==> config.mk <==
export PLATFORM = sky130hd
export DESIGN_NAME = rr_mux_arbiter
export DESIGN_NICKNAME = d
export VERILOG_FILES = /design/src/rtl/rr_mux_arbiter.sv
export SDC_FILE = /design/constraint.sdc
export NUM_CORES = 1
export LEC_CHECK = 0
export CAP_MARGIN = 20
export CELL_PAD_IN_SITES_DETAIL_PLACEMENT = 2
export CELL_PAD_IN_SITES_GLOBAL_PLACEMENT = 2
export CORE_MARGIN = 2
export CORE_UTILIZATION = 21
export DETAILED_ROUTE_END_ITERATION = 10
export PLACE_DENSITY = 0.86
export SYNTH_ARGS = -nofsm -noshare
export SYNTH_HDL_FRONTEND = slang
export SYNTH_SLANG_ARGS = --single-unit
==> constraint.sdc <==
create_clock -name clk -period 4.2 [get_ports clk]
set_input_delay 0.84 -clock clk [delete_from_list [all_inputs] [get_ports clk]]
set_output_delay 0.84 -clock clk [all_outputs]
set_load 0.05 [all_outputs]
==> src/rtl/rr_mux_arbiter.sv <==
// Round-robin arbiter for a shared 2**SIZE:1 mux.
// One requester is picked per transfer. Its word is registered and offered
// downstream on a valid/ready interface.
//
// Handshake: a word moves downstream on any posedge where out_valid=1 and
// out_ready=1. A requester's word is taken on any posedge where its gnt bit
// is 1. gnt is combinational from req, ptr, state, out_ready and reset.
module rr_mux_arbiter #(
    parameter int WIDTH = 8,
    parameter int SIZE  = 3
) (
    input  logic                       clk,
    input  logic                       reset,
    input  logic [WIDTH*(2**SIZE)-1:0] in,
    input  logic [(2**SIZE)-1:0]       req,
    output logic [(2**SIZE)-1:0]       gnt,
    output logic [WIDTH-1:0]           out_data,
    output logic [SIZE-1:0]            out_sel,
    output logic                       out_valid,
    input  logic                       out_ready,
    output logic                       dbg_state_o,
    output logic [SIZE-1:0]            dbg_ptr_o
);

    localparam int N = 2 ** SIZE;

    typedef enum logic {
        IDLE = 1'b0,
        FULL = 1'b1
    } state_t;

    state_t            state_q, state_d;
    logic [SIZE-1:0]   ptr_q, ptr_d;
    logic [WIDTH-1:0]  data_q, data_d;
    logic [SIZE-1:0]   sel_q, sel_d;

    logic              can_take;
    logic              found;
    logic              gnt_any;
    logic [SIZE-1:0]   winner;
    logic [SIZE-1:0]   idx;
    logic [WIDTH-1:0]  word_sel;

    // The output register can take a new word when it is empty or being drained.
    assign can_take = (state_q == IDLE) || out_ready;

    // Scan requesters starting at ptr and wrapping; the first active one wins.
    always_comb begin
        found  = 1'b0;
        winner = '0;
        idx    = '0;
        for (int k = 0; k < N; k++) begin
            idx = ptr_q + SIZE'(k);
            if (!found && req[idx]) begin
                found  = 1'b1;
                winner = idx;
            end
        end
    end

    // One-hot grant, suppressed while stalled or in reset.
    always_comb begin
        gnt_any = found && can_take && !reset;
        gnt     = '0;
        if (gnt_any) begin
            gnt[winner] = 1'b1;
        end
    end

    // Mux select: route the winning requester's slice.
    always_comb begin
        word_sel = '0;
        for (int i = 0; i < N; i++) begin
            if (winner == SIZE'(i)) begin
                word_sel = in[i*WIDTH +: WIDTH];
            end
        end
    end

    // Next-state: load on grant, empty when drained without a replacement.
    always_comb begin
        state_d = state_q;
        ptr_d   = ptr_q;
        data_d  = data_q;
        sel_d   = sel_q;
        if (gnt_any) begin
            state_d = FULL;
            data_d  = word_sel;
            sel_d   = winner;
            ptr_d   = winner + SIZE'(1);
        end else if ((state_q == FULL) && out_ready) begin
            state_d = IDLE;
        end
    end

    // State and datapath registers with synchronous reset.
    always_ff @(posedge clk) begin
        if (reset) begin
            state_q <= IDLE;
            ptr_q   <= '0;
            data_q  <= '0;
            sel_q   <= '0;
        end else begin
            state_q <= state_d;
            ptr_q   <= ptr_d;
            data_q  <= data_d;
            sel_q   <= sel_d;
        end
    end

    assign out_valid   = (state_q == FULL);
    assign out_data    = data_q;
    assign out_sel     = sel_q;
    assign dbg_state_o = state_q;
    assign dbg_ptr_o   = ptr_q;

endmodule

After elaboration in Yosys (flattened, before gate mapping)
Cells that the tools add are included.
{"block": "classes", "bitwise_logic": 1, "n_mux": 45, "n_reduce_logical": 22, "order_cmp": 10, "add_sub_neg": 8, "n_eq_ne": 7}
{"operator": "8-bit two-way mux", "count": 9}
{"operator": "3-bit by 4-bit < comparator with 1-bit output, second input constant", "count": 9}
{"operator": "1-bit binary-select mux with 3-bit select", "count": 8}
{"operator": "3-bit two-way mux", "count": 8}
{"operator": "1-bit two-way mux", "count": 19}
{"operator": "3-bit adder, second input constant", "count": 4}
{"operator": "3-bit equality test, second input constant", "count": 4}
{"operator": "1-bit logical AND", "count": 11}
{"operator": "1-bit logical NOT", "count": 8}
{"operator": "3-bit by 1-bit adder with 3-bit output, second input constant", "count": 2}
{"operator": "3-bit by 2-bit adder with 3-bit output, second input constant", "count": 2}
{"operator": "3-bit by 2-bit equality test with 1-bit output, second input constant", "count": 2}
{"operator": "1-bit demux with 3-bit select", "count": 1}
{"operator": "3-bit by 1-bit equality test with 1-bit output, second input constant", "count": 1}
{"operator": "3-bit by 1-bit >= comparator with 1-bit output, second input constant", "count": 1}
{"operator": "3-bit logical NOT", "count": 1}
{"operator": "2-bit nonzero test", "count": 1}
{"operator": "1-bit logical OR", "count": 1}
{"operator": "1-bit NOT", "count": 1}
{"block": "totals", "regBits": 15, "wordCells": 97, "in_bits": 75, "out_inout_bits": 24}

Depth between registers and ports, before layout
{"block": "logic_depth", "ltp_word": 33, "mapped_depth": 22, "depth_no_buf": 17}

Worst setup path after synthesis
OpenSTA, ideal clock, no wires.
{"block": "synth_timing", "kind": "register to output", "from": "register ptr_q[0], in the netlist dbg_ptr_o[0]", "to": "output port gnt[0]", "stages_incl_launch_ff": 13, "required_ns": 3.360, "arrival_ns": 4.380, "setup_slack_ns": -1.020, "n_path_buf": 3, "cell_sequence": "dfxtp_1 > buf_6 > inv_1 > ha_1 > buf_6 > mux4_2 > a221o_1 > o21ai_1 > a21oi_1 > nor3_2 > buf_4 > nand2_1 > nor3b_1"}
{"block": "synth_via", "elab_chain_len": 29, "word_cells_on_any_way": 61, "cone_classes": "7 x add/sub; 2 x order compare; 35 x mux; 17 x reduce/logical"}
{"item": "from (decl)", "line_no": "33", "rtl": "logic [SIZE-1:0] ptr_q, ptr_d;"}
{"item": "from (signal assigned)", "line_no": "105", "rtl": "ptr_q <= ptr_d;"}
{"item": "branches (longest 28 deep; another with 3-bit by 1-bit adder with 3-bit output)"}
{"item": "8-bit two-way mux (*)", "line_no": "65", "rtl": "if (gnt_any) begin"}
{"item": "to (decl)", "line_no": "16", "rtl": "output logic [(2**SIZE)-1:0] gnt,"}
Mark *: on every way between the ends. The select of a mux whose other input is x is not followed.

Final worst setup path
{"block": "layout_timing", "from": "register ptr_q[0], in the netlist dbg_ptr_o[0]", "to": "output port gnt[6]"}
The elaborated chain is that of the path after synthesis.

==> metrics.md <==
| Metric | Value |
|---|---|
| Horiz. Die Dim | `106.9 µm` |
| DR pass1 iterations | `4` |
| # hold bufs at CTS | `0` |
| Rel. slew slack | `0.6364` |
| Ports | `99` |
| Cell family with most CP delay | `multiplexers` |
| CTS Buf Count | `3` |
| Async set or reset register ratio after synthesis | `0` |
| Clock skew | `2.366 ps` |
| Unrepaired setup endpoints after global routing | `yes` |
| Reg2reg start | `dbg_ptr_o[0]` |
| Max Freq | `237.3 MHz` |
| Register area share after synthesis | `0.1351` |
| Fin crit share | `1.003` |
| Syn_nets | `354` |
| Number of remaining DRC errors | `0` |
| Yosys warning count | `0` |
| H-tree depth | `1` |
| Largest net degree at the start of global routing | `19` |
| Crit path kind | `reg -> out` |
| GRT Total Usage | `0.1989` |
| Status | `complete, but fails checks` |
| FP Rows | `37` |
| Layout Nets | `509` |
| CP cell instances | `clkinvlp_4, ha_4, buf_4, mux4_2, mux2i_4, mux2_4, nand4_1, and3_4, a31o_4, buf_6, nor3_4, buf_6` |
| CP Launch Point | `dbg_ptr_o[0]` |
| Hold_sp | `out_sel[1]` |
| Synth area leaders | `dfxtp_1 14%, mux4_2 8.1%, nor2_1 5.2%` |
| R2r worst-path depth | `16` |
| Synth unique cells | `59` |
| Violations in the final reports | `negative setup slack` |
| Die Y-Extent | `~110 µm` |
| Synth top area share | `0.1351` |
| Initial antenna violation count | `0` |
| Seq cells post-synth | `15` |
| Antenna diodes | `0` |
| Final-report setup violation count | `2` |
| Finished Core Util | `0.4048` |
| Worst-margin pin slew | `about 540 ps` |
| CP dominant cell by count | `buf_6` |
| Post-DRT Antenna Nets | `0` |
| CTS tree | `done` |
| Multi-input logic area | `between 0.002 and 0.0025 mm²` |
| Sink Count | `15` |
| Number of synthesized flops with an enable pin | `0` |
| Synth Area per Inst | `8.204 µm²` |
| Starting Density | `0.2154` |
| Vias in the first global route | `around 3.1k` |
| Vias | `approximately 2.9k` |
| Final max-slew violation count | `0` |
| CTS max path bufs | `2` |
| Worst hold path type | `reg -> reg` |
| Synthesis-to-layout area growth | `87.96%` |
| Dpl hpwl | `between 9000 and 10000 µm` |
| FF-to-FF setup slack | `about 20 ps` |
| Hold Path End | `out_sel[1]` |
| CTS Root Cell | `clkbuf_8` |
| Worst EP arrival | `~3400 ps` |
| Initial drt markers | `100` |
| CP required | `approximately 3400 ps` |
| Post-Syn Area | `0.002223 mm²` |
| Vias/cell | `5.225` |
| Clock latency on the worst-skew pair | `260 ps` |
| Endpoint class of the critical path | `output port` |
| IO buf count | `98` |
| Max capacitance violation total | `0` |
| Global route total overflow | `0` |
| Core ar. | `0.01032 mm²` |
| Final worst setup slack | `-13.62 ps` |
| Die area | `0.01143 mm²` |
| Crit path time final | `between 4000 and 5000 ps` |
| GP Congestion | `0.8777` |
| Max FO, Critical Path | `5` |
| Slowest CP cell | `mux4_2` |
| Post-synthesis cell count | `271` |
| Most used DFF post-synth | `dfxtp_1` |
| Final hold violations | `0` |
| R2R Path End | `out_data[6]` |
| Aggregate routed wire length | `12680 µm` |
| Critical path startpoint category | `flop` |
| Layout cell share with drive strength beyond 1 | `0.3882` |
| Cell taking the most area after synthesis | `dfxtp_1` |
| Dpl ws | `-731.1 ps` |
| Register Area | `slightly above 300 µm²` |
| Worst Hold Depth | `2` |
| CP Buf/Inv Count | `4` |
| First-pass GRT wire length | `17850 µm` |
| Routed length per instance | `approximately 23 µm` |
| Clk pin slew, worst setup/hold paths | `~70 ps` |
| Crit-path max cell delay | `520 ps` |
| Filler Cell Count | `1121` |
[routing by layer]
| layer | track usage | routed length, µm |
|---|---|---|
| met5 | 0 | 0 |
| met4 | 0.05659 | 202 |
| met3 | 0.01581 | 348 |
| met2 | 0.3681 | 6866 |
| met1 | 0.2453 | 5257 |
[synthesized netlist by cell type, drive strengths merged, types with 7 or more instances]
| library cell | number |
|---|---|
| mux2i | 9 |
| o21ai | 18 |
| a22oi | 14 |
| inv | 12 |
| nor2 | 32 |
| mux4 | 12 |
| o32ai | 8 |
| buf | 11 |
| a21oi | 16 |
| nand2 | 21 |
| clkbuf | 13 |
| o22ai | 7 |
| dfxtp | 15 |
| ha | 8 |
[flip-flops by register name, summed over array words and instances, names as in the netlist]
name and flops:
dbg_ptr_o 3, out_data 8, dbg_state_o 1, out_sel 3
[per-stage QoR]
stage	hold WS [ps]	TNS, ps	cells	cell area [µm²]
2_1_floorplan	703.0	-1180	271	2351
3_3_place_gp	467.8	-4231	543	3852
3_5_place_dp	501.3	-7858	543	3852
4_1_cts	515.7	0	552	4029
5_1_grt	531.2	-1851	561	4179
6_report	510.0	-23.64	561	4179
[final cells by class]
class	instances	share of cell area
clock buffers	3	0.009880
clock inverters	1	0.001198
inverters	12	0.01228
multi-input cells	220	0.4793
flip-flops and latches	15	0.07365
well taps	136	0.04072
repair buffers	174	0.3829
[worst reg2reg max path, stage by stage (launching register included)]
cell	delay, ps
dfxtp_4	370
clkinvlp_4	110
ha_4	310
buf_4	120
mux4_2	520
mux2i_4	220
mux2_4	220
nand4_1	210
and3_4	270
a31o_4	250
inv_1	130
ha_2	360
nor2b_1	250
buf_4	190
nand2_1	80
o21a_1	180
o32ai_2	270
[worst max path at each step]
stage                        endpoint  slack (ps)  cells past startpoint
after floorplan                gnt[6]        -160                     12
after global placement    out_data[0]        -420                     16
after detailed placement  out_data[3]        -730                     16
after CTS                      gnt[3]           2                     10
after global routing      out_data[3]        -150                     20
final                          gnt[6]         -10                     12
[logic make-up (layout without fill, tap and decap cells)]
kind of cell,Yosys count,after routing,synth area share
compound gates,95,95,0.3045
buf+inv,36,190,0.08160
fa+ha+maj,8,8,0.04502
mux,26,26,0.2031
simple gates,87,87,0.2150
flops,15,15,0.1351
xor+xnor,4,4,0.01576
[layout by cell type, fill, tap and decap left out, types with 3 or more instances in the layout]
cell	synthesis	layout
dfxtp_1	15	13
buf_6	4	9
o21a_1	5	5
o221ai_1	5	5
clkbuf_2	0	7
xnor2_1	3	3
nand2_1	21	20
mux2_2	4	3
a21oi_1	16	15
a221o_1	3	3
ha_4	0	4
a221oi_1	5	3
nand3_1	4	3
clkdlybuf4s50_1	0	82
o32ai_1	8	5
buf_12	0	5
nand3b_1	3	3
nor3b_4	0	3
o32ai_2	0	3
o21ai_1	1	6
o22ai_1	7	5
o211ai_1	3	3
mux4_2	8	11
inv_1	11	9
a22oi_1	14	13
nor2_1	31	30
ha_2	0	4
nor3_4	0	4
buf_4	3	69
o21ai_0	17	11
mux2i_1	7	5
clkbuf_8	0	3
[timing repair]
| item | 4_1_cts | 5_1_grt |
|---|---|---|
| pin swaps | 15 | 18 |
| buffers inserted | 5 | 9 |
| resized for setup | 39 | 43 |
| endpoints found under the setup margin | 16 | 16 |
Power is left out: the tool's default activity adds up to more than one toggle a clock period on the data nets, which glitch-free logic cannot reach.
